## src/rtl/mu0_pkg.sv

```systemverilog
// Shared MU0 definitions: opcodes, ALU function codes and the control FSM state type.
// Also imported by the datapath so both sides agree on the ALU encoding.
package mu0_pkg;

  localparam logic [3:0] OP_LDA = 4'd0;
  localparam logic [3:0] OP_STA = 4'd1;
  localparam logic [3:0] OP_ADD = 4'd2;
  localparam logic [3:0] OP_SUB = 4'd3;
  localparam logic [3:0] OP_JMP = 4'd4;
  localparam logic [3:0] OP_JGE = 4'd5;
  localparam logic [3:0] OP_JNE = 4'd6;
  localparam logic [3:0] OP_STP = 4'd7;

  localparam logic [1:0] ALU_PASS_Y = 2'b00;
  localparam logic [1:0] ALU_ADD    = 2'b01;
  localparam logic [1:0] ALU_INC    = 2'b10;
  localparam logic [1:0] ALU_SUB    = 2'b11;

  typedef enum logic [1:0] {
    ST_FETCH   = 2'd0,
    ST_EXECUTE = 2'd1,
    ST_HALT    = 2'd2
  } state_t;

endpackage

```

## src/rtl/mu0_control.sv

```systemverilog
// MU0 control unit: fetch/execute/halt FSM driving the datapath selects, enables,
// memory strobes and ALU function, plus a retired-instruction counter.
//
// Memory handshake: a request (MEM_rEn or MEM_wEn) is held high until the cycle in
// which mem_ack is 1; that cycle completes the access and is the only cycle in which
// the associated register enable fires. mem_ack outside a request is ignored.
module mu0_control
  import mu0_pkg::*;
(
  input  logic        clk,
  input  logic        reset,
  input  logic [3:0]  F,
  input  logic        N,
  input  logic        Z,
  input  logic        mem_ack,
  output logic        X_sel,
  output logic        Y_sel,
  output logic        Addr_sel,
  output logic        PC_En,
  output logic        IR_En,
  output logic        Acc_En,
  output logic        MEM_rEn,
  output logic        MEM_wEn,
  output logic [1:0]  ALU_fs,
  output logic        Halted,
  output logic [15:0] instr_count,
  output state_t      dbg_state_o
);

  state_t      state_q, state_d;
  logic [15:0] count_q, count_d;
  logic        is_mem_op;
  logic        exec_done;

  // Opcodes 0-3 are the ones that touch data memory.
  assign is_mem_op = (F[3:2] == 2'b00);
  assign exec_done = (state_q == ST_EXECUTE) && (!is_mem_op || mem_ack);

  always_ff @(posedge clk or posedge reset) begin
    if (reset) begin
      state_q <= ST_FETCH;
      count_q <= 16'd0;
    end else begin
      state_q <= state_d;
      count_q <= count_d;
    end
  end

  always_comb begin
    state_d = state_q;
    count_d = count_q;
    case (state_q)
      ST_FETCH: begin
        if (mem_ack) state_d = ST_EXECUTE;
      end
      ST_EXECUTE: begin
        if (exec_done) begin
          state_d = (F == OP_STP) ? ST_HALT : ST_FETCH;
          count_d = count_q + 16'd1;
        end
      end
      ST_HALT: state_d = ST_HALT;
      default: state_d = ST_FETCH;
    endcase
  end

  // Outputs are forced low while reset is held, even though state_q already reads FETCH.
  always_comb begin
    X_sel    = 1'b0;
    Y_sel    = 1'b0;
    Addr_sel = 1'b0;
    PC_En    = 1'b0;
    IR_En    = 1'b0;
    Acc_En   = 1'b0;
    MEM_rEn  = 1'b0;
    MEM_wEn  = 1'b0;
    ALU_fs   = ALU_PASS_Y;
    Halted   = 1'b0;
    if (!reset) begin
      case (state_q)
        ST_FETCH: begin
          MEM_rEn = 1'b1;
          X_sel   = 1'b1;
          ALU_fs  = ALU_INC;
          IR_En   = mem_ack;
          PC_En   = mem_ack;
        end
        ST_EXECUTE: begin
          case (F)
            OP_LDA: begin
              Addr_sel = 1'b1;
              MEM_rEn  = 1'b1;
              ALU_fs   = ALU_PASS_Y;
              Acc_En   = mem_ack;
            end
            OP_STA: begin
              Addr_sel = 1'b1;
              MEM_wEn  = 1'b1;
            end
            OP_ADD, OP_SUB: begin
              Addr_sel = 1'b1;
              MEM_rEn  = 1'b1;
              ALU_fs   = (F == OP_ADD) ? ALU_ADD : ALU_SUB;
              Acc_En   = mem_ack;
            end
            OP_JMP, OP_JGE, OP_JNE: begin
              Y_sel  = 1'b1;
              ALU_fs = ALU_PASS_Y;
              PC_En  = (F == OP_JMP) ? 1'b1 : (F == OP_JGE) ? ~N : ~Z;
            end
            default: ;
          endcase
        end
        ST_HALT: Halted = 1'b1;
        default: ;
      endcase
    end
  end

  assign instr_count = count_q;
  assign dbg_state_o = state_q;

endmodule

```

## config.mk

```make
export PLATFORM = sky130hd
export DESIGN_NAME = mu0_control
export DESIGN_NICKNAME = d
export VERILOG_FILES = /design/src/rtl/mu0_pkg.sv /design/src/rtl/mu0_control.sv
export SDC_FILE = /design/constraint.sdc
export NUM_CORES = 1
export LEC_CHECK = 0
export CORE_MARGIN = 4
export CORE_UTILIZATION = 45
export DETAILED_ROUTE_END_ITERATION = 8
export HOLD_SLACK_MARGIN = 0.05
export MAX_ROUTING_LAYER = met4
export PLACE_DENSITY = 0.83
export SLEW_MARGIN = 40
export SYNTH_ARGS = -nofsm -noshare
export SYNTH_HDL_FRONTEND = slang
export SYNTH_SLANG_ARGS = --single-unit
```

## constraint.sdc

```tcl
create_clock -name clk -period 4.2 [get_ports clk]
set_input_delay 0.63 -clock clk [delete_from_list [all_inputs] [get_ports clk]]
set_output_delay 0.63 -clock clk [all_outputs]
set_load 0.02 [all_outputs]
```

==> metrics <==
GP Congestion 0.7820; WHS 0.4837 ns; EDFF count, synth 0; die height 53.42 um; CP dominant cell by count clkdlybuf4s50_1; Synth Register Bits 18; Core ar. 1962 sq um; TritonCTS buffer count 3; Synth-to-Final Area Change 47.44%; Filler cells 185; leakage 0.5634 nW; largest net degree at the start of global routing 19; ys async rst share 1.000; antenna violations before repair 0; Skew-Pair Late Insertion Delay 0.29 ns; CP top delay family buffers and inverters; DRC viols 0; port bufs 37; Ant. Diodes 0; layout cells sized above 1 0.05263; Max FO, Critical Path 4; synth unique cells 27; setup repair bufs after CTS 0; setup TNS 0 ns; Vias/cell 5.131; clock slew at reported path FFs 0.10 ns; # hold bufs at CTS 0; I/O Pins 38; post-CTS sizing 0; CP cell instances clkdlybuf4s50_1, or3b_1, o21bai_1, a21oi_1, clkdlybuf4s50_1; post-synthesis cell count 92; Tmin final 3.129 ns; CP Capture Type output pin; first-pass GRT wire length 3615 um; CTS root buf clkbuf_4; antenna violation net count after detailed routing 0; Seq/Total Area, Yosys 0.4852; dpl hpwl 1677 um; setup violators final 0; H-tree depth 1; first-pass detailed-route iteration total 4; Worst Hold Class reg -> reg; CTS tree yes; clk_skew 0.002729 ns; Total Routing Usage GR 0.1753; crit path DAT 2.50 ns; crit-path max cell delay 0.62 ns; total global routing overflow 0; drt wl/cell 13.43 um; crit path launch type input pin; unrepaired setup endpoints after global routing no; syn avg cell area 10.09 sq um; synthesized area 928.4 sq um; non-filler instance count after layout 160; drt total wl 2149 um; Max Clk Rate 319.6 MHz; critical path type in -> out; Max Slew Vio Count 0; Initial Util 0.4732; highest-delay cell along the critical path clkdlybuf4s50_1; Buf/Inv on CP 2; vias in the first global route 851; total number of vias 821; clock sinks 18; post-layout net count 144; MaxCap Viol Count 0; Worst Tran Pin Value 0.6727 ns; Iteration-0 DRC Markers 18; Rows 16; Final Cycle Share 0.7451; Worst slew margin 0.5510; Primary FF master, synth dfrtp_1; Die Area 2854 sq um; Max VDD drop 0.4084 mV; yosys synthesis warning count 0; overall die width 53.42 um; Req. time, crit path 3.57 ns; final hold viol count 0; placed insts 156; status finished, final reports clean; PwrDens 427.5 nW/um^2; Clock Tree Buf Depth 2; post-synthesis net count 102
-- synthesized netlist by cell type, types with 2 or more instances --
cell type  count  area (sq um)
nand4_1        3         18.77
nand2b_1       4         25.02
nand3_1        4         20.02
or3b_1         2         17.52
nor3b_2        2         25.02
and3_1         2         12.51
dfrtp_1       18         450.4
nor2_1         9         33.78
inv_1          3         11.26
nand2_1        9         33.78
nor4_1         2         12.51
xor2_1         4         35.03
a21oi_1        5         25.02
xnor2_1       11         96.34
nor3_1         2         10.01
-- worst paths after layout --
| path | from | to | slack (ns) | cells after the start |
|---|---|---|---|---|
| min in group asynchronous | reset | dbg_state_o[1] | 0.85 | 2 |
| max in group asynchronous | reset | instr_count[15] | 2.93 | 2 |
| setup / recovery | F[2] | PC_En | 1.07 | 5 |
| hold reg to reg | instr_count[15] | instr_count[15] | 0.48 | 1 |
| hold / removal | instr_count[15] | instr_count[15] | 0.48 | 1 |
| setup reg to reg | dbg_state_o[0] | instr_count[9] | 2.62 | 4 |
-- layout by cell type (no fill, tap or decap) --
cell | netlist | layout
a21oi_1 | 5 | 5
nand3_1 | 4 | 4
mux2_1 | 1 | 1
xor2_1 | 4 | 4
or2_1 | 1 | 1
clkbuf_8 | 0 | 1
and4b_1 | 1 | 1
inv_1 | 3 | 3
nor3b_1 | 1 | 1
o21ai_1 | 1 | 1
and3b_1 | 1 | 1
and2_1 | 1 | 1
nor3b_2 | 2 | 2
and3_1 | 2 | 2
or3b_1 | 2 | 2
nand2_1 | 9 | 9
dfrtp_1 | 18 | 18
o21bai_1 | 1 | 1
nor2_1 | 9 | 9
nor4_1 | 2 | 2
nand3b_1 | 1 | 1
clkbuf_4 | 0 | 3
nand4_1 | 3 | 3
nor3_2 | 1 | 1
ha_1 | 1 | 1
nand2b_1 | 4 | 4
nor3_1 | 2 | 2
and4_1 | 1 | 1
clkdlybuf4s50_1 | 0 | 37
xnor2_1 | 11 | 11
-- final cells by class --
type | count | area, sq um | share of cell area
tap | 27 | 33.78 | 0.02468
multi-input combinational | 71 | 466.7 | 0.3410
sequential | 18 | 450.4 | 0.3291
timing repair buffer | 37 | 370.4 | 0.2706
clock buffer | 4 | 36.28 | 0.02651
inverter | 3 | 11.26 | 0.008227
-- per-layer routing --
layer	share of wire	routed length [um]	vias to the layer above	track usage
li1	-	-	398	-
met1	0.46	987	398	0.2214
met2	0.49	1051	25	0.2898
met3	0.051	110	0	0.03380
met4	0	0	0	0.03830
met5	0	0	-	-
-- sequential cells by signal, indices dropped and copies added (netlist names) --
register     flops
instr_count     16
dbg_state_o      2
-- per-stage QoR --
stage / setup WS [ns] / utilization / instance area [sq um] / power (W)
after floorplan: 1.684 / - / 928.4 / 0.0003675
after global placement: 1.102 / 0.6792 / 1333 / 0.0004746
after detailed placement: 1.091 / 0.6792 / 1333 / 0.0004838
after CTS: 1.076 / 0.6977 / 1369 / 0.0005913
after global routing: 0.9570 / 0.6977 / 1369 / 0.0006205
final: 1.071 / 0.6977 / 1369 / 0.0005851
-- power by group --
group	switching (W)	internal [W]	total, W
clock network	0.0000525	0.0000528	0.000105
registers	0.0000468	0.000208	0.000255
logic	0.000111	0.000114	0.000225
-- logic make-up (layout without fill, tap and decap cells) --
logic type | after synthesis | after routing | share of synthesized area
and+or+nand+nor | 47 | 47 | 0.2952
DFF | 18 | 18 | 0.4852
xor gates and xnor gates | 15 | 15 | 0.1415
AOI/OAI and AO/OA | 7 | 7 | 0.04042
buffers and inverters | 3 | 44 | 0.01213
adders and majority gates | 1 | 1 | 0.01347
muxes | 1 | 1 | 0.01213
-- worst reg2reg max path, cell delays in order, from the launching register on --
cell and delay [ns]:
dfrtp_1 0.49, and4b_1 0.25, nor3b_2 0.33, and4_1 0.26
xor2_1 0.17
(Power assumes the default switching activity.)
